[config.mk]
export PLATFORM = sky130hd
export DESIGN_NAME = datapath_legv8_param
export DESIGN_NICKNAME = d
export VERILOG_FILES = /design/src/rtl/datapath_legv8_param.sv
export SDC_FILE = /design/constraint.sdc
export NUM_CORES = 2
export LEC_CHECK = 0
export BUFFER_PORTS_ARGS = -buffer_cell sky130_fd_sc_hd__buf_2
export CAP_MARGIN = 20
export CORE_MARGIN = 4
export CORE_UTILIZATION = 55
export CTS_CLUSTER_SIZE = 10
export DETAILED_ROUTE_END_ITERATION = 7
export PLACE_DENSITY = 0.69
export SYNTH_ARGS = -nofsm -noshare
export SYNTH_HDL_FRONTEND = slang
export SYNTH_SLANG_ARGS = --single-unit
[constraint.sdc]
create_clock -name clock -period 5.5 [get_ports clock]
set_clock_uncertainty 0.2 [all_clocks]
set_input_delay 0.275 -clock clock [delete_from_list [all_inputs] [get_ports clock]]
set_output_delay 0.275 -clock clock [all_outputs]
set_load 0.02 [all_outputs]
[src/rtl/datapath_legv8_param.sv]
// ---------------------------------------------------------------------------
// datapath_legv8_param
//
// Parameterised LEGv8 datapath: register file, PC, IR, status register and a
// single internal data bus, with the ALU kept outside this block. Bus sources
// come from encoded selects, so only one source can ever drive the bus. A
// small req/ack FSM runs memory transactions; while a transaction is pending
// the datapath stalls, and a sticky error flags a transaction that timed out.
//
// Ports
//   clock, reset           rising-edge clock, async active-low reset
//   constant               immediate from control (DW)
//   DA, SA, SB             destination / A-source / B-source register index
//   W, IL, SL              register write, IR load, SR load enables
//   PS, PCsel              PC op (hold, +4, load, relative) and load source
//   Bsel                   ALU B operand: B bus or constant
//   data_sel               data bus source: rd latch, alu_f, B bus, PC
//   addr_sel               memory address source: PC or alu_f
//   mem_rd, mem_wr         memory operation request from control
//   alu_a, alu_b           operands to the external ALU
//   alu_f, alu_status      result and flags from the external ALU
//   mem_req, mem_we        registered memory request / write strobe
//   mem_addr, mem_wdata    registered memory address / write data
//   mem_rdata, mem_ack     memory read data / completion
//   stall                  architectural updates frozen this cycle
//   mem_err                sticky transaction timeout flag
//   data                   internal data bus (observation)
//   IR_out, SR_out, pc_out instruction register, status register, PC
// ---------------------------------------------------------------------------
module datapath_legv8_param #(
  parameter int            DW             = 64,
  parameter int            AW             = 32,
  parameter int            NREG           = 32,
  parameter bit            XZR_EN         = 1'b1,
  parameter logic [AW-1:0] PC_RESET_VALUE = '0,
  parameter int            TIMEOUT        = 255,
  localparam int           RW             = $clog2(NREG)
) (
  input  logic          clock,
  input  logic          reset,
  input  logic [DW-1:0] constant,
  input  logic [RW-1:0] DA,
  input  logic [RW-1:0] SA,
  input  logic [RW-1:0] SB,
  input  logic          W,
  input  logic          IL,
  input  logic          SL,
  input  logic [1:0]    PS,
  input  logic          PCsel,
  input  logic          Bsel,
  input  logic [1:0]    data_sel,
  input  logic          addr_sel,
  input  logic          mem_rd,
  input  logic          mem_wr,
  output logic [DW-1:0] alu_a,
  output logic [DW-1:0] alu_b,
  input  logic [DW-1:0] alu_f,
  input  logic [3:0]    alu_status,
  output logic          mem_req,
  output logic          mem_we,
  output logic [AW-1:0] mem_addr,
  output logic [DW-1:0] mem_wdata,
  input  logic [DW-1:0] mem_rdata,
  input  logic          mem_ack,
  output logic          stall,
  output logic          mem_err,
  output logic [DW-1:0] data,
  output logic [31:0]   IR_out,
  output logic [3:0]    SR_out,
  output logic [AW-1:0] pc_out
);

  localparam logic [RW-1:0] XZR_IDX  = RW'(NREG - 1);
  // The counter only needs to reach TIMEOUT-1: the last WAIT cycle is the
  // one where it already holds TIMEOUT-1 and no ack arrived.
  localparam int            TCW      = (TIMEOUT < 2) ? 1 : $clog2(TIMEOUT);
  localparam logic [TCW-1:0] TMO_LAST = TCW'(TIMEOUT - 1);

  typedef enum logic [1:0] {
    ST_IDLE,
    ST_WAIT,
    ST_DONE
  } mem_state_e;

  mem_state_e     state_q, state_d;
  logic           start_op;
  logic           ack_take;
  logic           time_out;
  logic [TCW-1:0] tmo_cnt_q;

  logic [DW-1:0]  rf_q [NREG];
  logic [DW-1:0]  a_bus;
  logic [DW-1:0]  b_bus;
  logic [DW-1:0]  rd_latch_q;
  logic [AW-1:0]  pc_q;
  logic [AW-1:0]  pc_d;
  logic [31:0]    ir_q;
  logic [3:0]     sr_q;

  // -------------------------------------------------------------------------
  // Register file reads and ALU operands
  // -------------------------------------------------------------------------
  assign a_bus = (XZR_EN && SA == XZR_IDX) ? '0 : rf_q[SA];
  assign b_bus = (XZR_EN && SB == XZR_IDX) ? '0 : rf_q[SB];

  assign alu_a = a_bus;
  assign alu_b = Bsel ? constant : b_bus;

  // -------------------------------------------------------------------------
  // Internal data bus: one encoded select, so a single driver by construction
  // -------------------------------------------------------------------------
  // NOTE: every output of a combinational block gets a default before the
  // case, so no path leaves it unassigned and no latch is inferred.
  always_comb begin
    data = '0;
    unique case (data_sel)
      2'b00:   data = rd_latch_q;
      2'b01:   data = alu_f;
      2'b10:   data = b_bus;
      default: data = DW'(pc_q);
    endcase
  end

  // -------------------------------------------------------------------------
  // Memory handshake FSM: next state and decoded events
  // -------------------------------------------------------------------------
  always_comb begin
    state_d  = state_q;
    start_op = 1'b0;
    ack_take = 1'b0;
    time_out = 1'b0;
    unique case (state_q)
      ST_IDLE: begin
        if (mem_rd || mem_wr) begin
          start_op = 1'b1;
          state_d  = ST_WAIT;
        end
      end
      ST_WAIT: begin
        if (mem_ack) begin
          ack_take = 1'b1;
          state_d  = ST_DONE;
        end else if (tmo_cnt_q == TMO_LAST) begin
          time_out = 1'b1;
          state_d  = ST_DONE;
        end
      end
      ST_DONE: state_d = ST_IDLE;
      default: state_d = ST_IDLE;
    endcase
  end

  // The request cycle itself is frozen, so the address and write data latched
  // into the memory registers come from a datapath that cannot move under them.
  assign stall = start_op | (state_q == ST_WAIT);

  // NOTE: sequential state uses non-blocking assignments only, so every
  // flop samples pre-edge values regardless of block ordering.
  always_ff @(posedge clock or negedge reset) begin
    if (!reset) begin
      state_q <= ST_IDLE;
    end else begin
      state_q <= state_d;
    end
  end

  // -------------------------------------------------------------------------
  // Memory interface registers, read latch, timeout counter, error flag
  // -------------------------------------------------------------------------
  always_ff @(posedge clock or negedge reset) begin
    if (!reset) begin
      mem_req    <= 1'b0;
      mem_we     <= 1'b0;
      mem_addr   <= '0;
      mem_wdata  <= '0;
      rd_latch_q <= '0;
      mem_err    <= 1'b0;
      tmo_cnt_q  <= '0;
    end else if (start_op) begin
      mem_req   <= 1'b1;
      mem_we    <= mem_wr & ~mem_rd;  // a read wins if both are requested
      mem_addr  <= addr_sel ? alu_f[AW-1:0] : pc_q;
      mem_wdata <= data;
      tmo_cnt_q <= '0;
    end else if (ack_take) begin
      mem_req <= 1'b0;
      if (!mem_we) begin
        rd_latch_q <= mem_rdata;
      end
    end else if (time_out) begin
      mem_req <= 1'b0;
      mem_err <= 1'b1;
    end else if (state_q == ST_WAIT) begin
      tmo_cnt_q <= tmo_cnt_q + TCW'(1);
    end
  end

  // -------------------------------------------------------------------------
  // Register file write
  // -------------------------------------------------------------------------
  // NOTE: the register array is reset explicitly because the architecture
  // requires every register to read zero after reset; this keeps it in flops
  // rather than a RAM macro.
  always_ff @(posedge clock or negedge reset) begin
    if (!reset) begin
      for (int i = 0; i < NREG; i++) begin
        rf_q[i] <= '0;
      end
    end else if (W && !stall && !(XZR_EN && DA == XZR_IDX)) begin
      rf_q[DA] <= data;
    end
  end

  // -------------------------------------------------------------------------
  // Program counter; all arithmetic wraps at AW bits
  // -------------------------------------------------------------------------
  always_comb begin
    pc_d = pc_q;
    unique case (PS)
      2'b00:   pc_d = pc_q;
      2'b01:   pc_d = pc_q + AW'(4);
      2'b10:   pc_d = PCsel ? constant[AW-1:0] : a_bus[AW-1:0];
      default: pc_d = pc_q + (constant[AW-1:0] << 2);
    endcase
  end

  always_ff @(posedge clock or negedge reset) begin
    if (!reset) begin
      pc_q <= PC_RESET_VALUE;
      ir_q <= '0;
      sr_q <= '0;
    end else if (!stall) begin
      pc_q <= pc_d;
      if (IL) begin
        ir_q <= data[31:0];
      end
      if (SL) begin
        sr_q <= alu_status;
      end
    end
  end

  assign pc_out = pc_q;
  assign IR_out = ir_q;
  assign SR_out = sr_q;

endmodule

# After elaboration in Yosys (flattened, before gate mapping)
# Index checks and enable logic that the tools add are counted.
[classes] add_sub_neg=3 order_cmp=4 div_mod_pow=0 n_reduce_logical=18 bitwise=11 muxes=34 eq_ne=13 shifts=0 mul=0
[op_table] cell="$bwmux W2048" count=1
[op_table] cell="$bmux W64 S5" count=2
[op_table] cell="$mux W64" count=8
[op_table] cell="$demux W64 S5" count=1
[op_table] cell="$pmux W64 S3" count=1
[op_table] cell="$pmux W32 S3" count=1
[op_table] cell="$mux W32" count=2
[op_table] cell="$add A32 B3 Y32 const B" count=1
[op_table] cell="$add A32 B32 Y32" count=1
[op_table] cell="$mux W8" count=4
[op_table] cell="$ge A6 B6 Y1 const B" count=3
[op_table] cell="$not A5 Y6" count=3
[op_table] cell="$eq A5 B5 Y1 const B" count=3
[op_table] cell="$mux W1" count=10
[op_table] cell="$reduce_and A3 Y1" count=3
[op_table] cell="$add A8 B1 Y8 const B" count=1
[op_table] cell="$eq A8 B8 Y1 const B" count=1
[op_table] cell="$reduce_and A2 Y1" count=4
[op_table] cell="$eq A2 B1 Y1 const B" count=3
[op_table] cell="$logic_not A2 Y1" count=3
[op_table] cell="$lt A6 B1 Y1 const B" count=1
[op_table] cell="$mux W2" count=3
[op_table] cell="$ne A2 B2 Y1 const B" count=3
[op_table] cell="$not A1 Y1" count=6
[op_table] cell="other kinds (10)" count=14
[totals] reg_bits=2289 latchBits=0 out_inout_bits=360 mem_count=0 mem_bits_ro=0 ram_bits=0

# Logic depth before layout (Yosys ltp)
[logic_depth] depth_word=7 depth_mapped=14

# Least setup slack after synthesis
# No wires, ideal clock.
[synth_timing] kind="input -> register" start="input port PS[1]" end="register pc_q[28], in the netlist pc_out[28]" setup_time_ps=83 slack_ps=2201 arrival_time_ps=3017 path_stages=13 path_buffers=1 path_cell_list="nand2b_1 -> clkbuf_1 -> nand2b_1 -> ha_1 -> fa_1 -> a21o_1 -> a221o_1 -> a22oi_1 -> o221ai_1 -> a221oi_1 -> o21ai_0 -> xnor2_1 -> o21ai_0"
[synth_between] elab_chain_len=3 word_cells_on_any_way=6 classes_between="2 x eq/ne; 1 x mux; 1 x bitwise; 2 x reduce/logical"
[synth_lines] element="start: declaration" line="48" source="input logic [1:0] PS,"
[synth_lines] element="branches (longest 3 deep; another with $pmux W32 S3)"
[synth_lines] element="end signal: assignment" line="233" source="pc_q <= pc_d;"
[synth_lines] element="end: declaration" line="95" source="logic [AW-1:0] pc_q;"
# Parallel ways; which one is timed is not known.
# A chain may end at the register's enable or synchronous reset.

# Worst setup path in the final report
[layout_timing] start="input port SB[0]" end="output port data[46]"
[layout_between] elab_chain_len=6 word_cells_on_any_way=7 classes_between="1 x eq/ne; 5 x mux; 1 x bitwise"
[layout_lines] element="start: declaration" line="44" source="input logic [RW-1:0] SB,"
[layout_lines] element="$not A5 Y6 (not written as such)" line="104" source="assign b_bus = (XZR_EN && SB == XZR_IDX) ? '0 : rf_q[SB];"
[layout_lines] element="$bmux W64 S5" line="104"
[layout_lines] element="$mux W64 (not written as such) (2 in a row)" line="104"
[layout_lines] element="$mux W64 (*)" line="104"
[layout_lines] element="$pmux W64 S3 (*)" line="116" source="unique case (data_sel)"
[layout_lines] element="end: declaration" line="67" source="output logic [DW-1:0] data,"
# Mark *: on every way between the ends. The rest lies on a longest branch, timed or not. The select of a mux whose other input is x is not followed.

==> qor.yml <==
status: "finished, violations left"
violations: "design-rule violations"
drc: 1
grt.overflow.total: 0
r2r-end: "pc_out[18]"
drt_iter0_drc: 13100
critPathLaunch: "SB[0]"
setup_viol: 0
final_cell_mix: "o21ai_0, dfrtp_1, nand2_1"
place_congestion: 0.954
nets: 11700
design.die.area_sq_um: 223000
place.port_buffers: 585
p_per_area_nw_per_um2: 454
via_per_inst: 6.87
cp.depth: 10
instances_no_fill: 14300
fp.dieW_um: 472
synth_cells: 11000
core.rowCount: 169
cp_max_fo: 34
vdd_drop_max_mv: 0.375
leakage_nw: 60.3
detail-route-antenna-nets: 0
worstReg2RegStart: "state_q[0]"
clk_latency_ns: 0.95
syn2layout_area_growth_pct: 13.8
post-dp-hpwl_mm: 289
wl_per_cell_um: 32.6
syn_avg_cell_area_sq_um: 10.7
die_h_um: 472
wl_mm: 467
async_flop_share_pct: 100
first_pass_iters: 8
cts_sinks: 2289
yosysWarnings: 0
tightest_slew_ns: 1.33
cts_tree: "yes"
drive_above_1_share_pct: 19.5
path_class: "in2out"
seq_area_frac_synth_pct: 48.4
ff2ff_path_depth: 13
slowest_stage: "o22a_1"
hold_violations: 0
synth_edf_count: 0
antenna_found_initial: 50
grt.total_usage_pct: 41.7
path_clk_slew_ns: 0.05
h-tree-depth: 5
grt_pass1_vias: 98700
ys_ff_latch: 2289
grt_max_degree: 197
ys.flop_type: "dfrtp_1"
ctsRootBufferMaster: "clkbuf_16"
arrival_ns: 4.49
cp_common_cell: "mux4_2"
critPathLaunchType: "input pin"
critical-path-top-delay-family: "buffers and inverters"
end_kind: "primary output"
period_share_pct: 90.2
place_inst: 13600
critical_path.cell_chain: "buf_8 -> buf_12 -> buf_4 -> mux4_2 -> mux4_2 -> nand2b_1 -> nand3_1 -> o22a_1 -> inv_1 -> buf_2"
clock_path_buffers: 4
maxSlewViolCount: 0
cp.required_ns: 5.03
holdCritPathClass: "in2reg"
synthesis.area_sq_um: 118000
grt_pass1_wl_mm: 675
synth.distinct_cells: 67
relSlewSlack_pct: 10.2
tns_ns: 0
syn-num-nets: 11300
rrSetupSlack_ns: 0.86
final_common_cell: "o21ai_0"
start_util_pct: 55.6
cp-endpoint: "data[46]"
crit_path_max_incr_delay_ns: 0.96
max_freq_mhz: 202
coreArea_sq_um: 213000
period_needed_ns: 4.96
cap_violations: 0
crit_buf_inv: 5
num_io_pins: 586
numCtsBuffers: 284
vias: 98400
rsz0062_at_grt: "false"
-- logic make-up (layout without fill, tap and decap cells) --
family          Yosys count  count (layout)  synth area share (%)
mux                    1704            1704                  23.0
fa+ha+maj                32              32                 0.345
xor+xnor                 27              27                 0.200
buf+inv                1276            1714                  4.87
other cells               0              30                     0
flops                  2289            2289                  48.4
simple gates           2548            2548                  8.54
compound gates         3162            3162                  14.6
-- timing repair --
action	4_1_cts	5_1_grt
hold buffers	331	0
buffers inserted	0	0
gates resized for setup	0	0
setup endpoints to repair	0	0
endpoints found under the hold margin	1437	0
-- synth_stat cells (6+ instances only) --
| master | instances | share of area, % |
|---|---|---|
| o221ai_1 | 161 | 1.2 |
| nor3_1 | 18 | 0.076 |
| buf_6 | 40 | 0.38 |
| nor2_1 | 54 | 0.17 |
| mux2i_1 | 792 | 6.7 |
| nand2_1 | 2239 | 7.1 |
| xor2_1 | 12 | 0.089 |
| clkbuf_1 | 787 | 2.5 |
| o22a_1 | 31 | 0.23 |
| clkbuf_2 | 124 | 0.52 |
| or2_2 | 7 | 0.037 |
| a21o_1 | 52 | 0.33 |
| mux2_2 | 107 | 1.0 |
| xnor2_1 | 15 | 0.11 |
| and2_1 | 33 | 0.17 |
| buf_2 | 141 | 0.60 |
| nand3_1 | 88 | 0.37 |
| o21ai_1 | 96 | 0.41 |
| a2111oi_0 | 10 | 0.074 |
| buf_4 | 80 | 0.51 |
| a22oi_1 | 14 | 0.089 |
| a21oi_1 | 206 | 0.87 |
| buf_1 | 26 | 0.083 |
| nor2b_1 | 10 | 0.053 |
| and3_1 | 55 | 0.29 |
| o21a_1 | 6 | 0.038 |
| o21ai_0 | 2356 | 10 |
| ha_1 | 31 | 0.33 |
| a211oi_1 | 72 | 0.46 |
| nand2b_1 | 12 | 0.063 |
| dfrtp_1 | 2289 | 48 |
| inv_1 | 75 | 0.24 |
| mux4_2 | 805 | 15 |
| nand4_1 | 15 | 0.079 |
| o22ai_1 | 110 | 0.58 |
-- power breakdown --
part	leakage (nW)	switching, W	internal, W
Clock	3.74	0.00694	0.00955
Sequential	30.7	0.00426	0.0219
Combinational	25.9	0.0108	0.00772
-- state kept, by name, indices dropped and copies added, names as in the netlist --
register    count
mem_we          1
rd_latch_q     64
mem_req         1
mem_wdata      64
mem_addr       32
IR_out         32
pc_out         32
rf_q         2048
state_q         2
SR_out          4
mem_err         1
tmo_cnt_q       8
-- area by class of cell --
class	instances	area [sq um]
fill	16400	78300
sequential	2289	57300
multi-input combinational	7473	55600
timing repair buffer	1297	10200
clock buffer	337	7570
tap	2821	3530
inverter	75	283
antenna	30	75.1
clock inverter	5	51.3
-- routing by layer --
layer	GRT usage (%)	wire [um]
met5	0	269
met1	53.2	168000
met4	23.8	30300
met3	20.0	74600
met2	58.1	194000
-- worst min-delay path by stage --
stage,depth (start not counted),startpoint,slack (ns),endpoint
after CTS,5,alu_f[48],0.009,rf_q[816]
after detailed placement,1,reset,0.18,rf_q[1293]
after global routing,3,mem_rdata[34],0.05,rd_latch_q[34]
final,5,alu_f[48],0.07,rf_q[1328]
after global placement,1,reset,0.17,rf_q[1357]
after floorplan,0,reset,-0.22,IR_out[0]
-- worst reg2reg max path: stages (launching register included) --
cell           delay, ns
dfrtp_1             0.38
nor2_1              0.30
o21ai_4             0.12
and2_1              0.34
buf_4               0.30
o21ai_2             0.16
dlygate4sd3_1       0.84
buf_4               0.37
a211oi_1            0.09
o21ai_0             0.11
o21ai_0             0.11
dlygate4sd3_1       0.58
a21oi_1             0.11
dlygate4sd3_1       0.55
-- metrics by stage --
step           util (%)  worst slack (ns)  area (sq um)  power, W  hold slack [ns]
2_1_floorplan         -              2.20        118000    0.0363           -0.221
3_3_place_gp       58.0             0.798        123000    0.0426            0.174
3_5_place_dp       58.0             0.771        124000    0.0436            0.178
4_1_cts            63.2             0.752        134000    0.0604          0.00948
5_1_grt            63.2             0.415        135000    0.0638           0.0523
6_report           63.2             0.539        135000    0.0612           0.0729
Power figures use the tool's default switching activity.
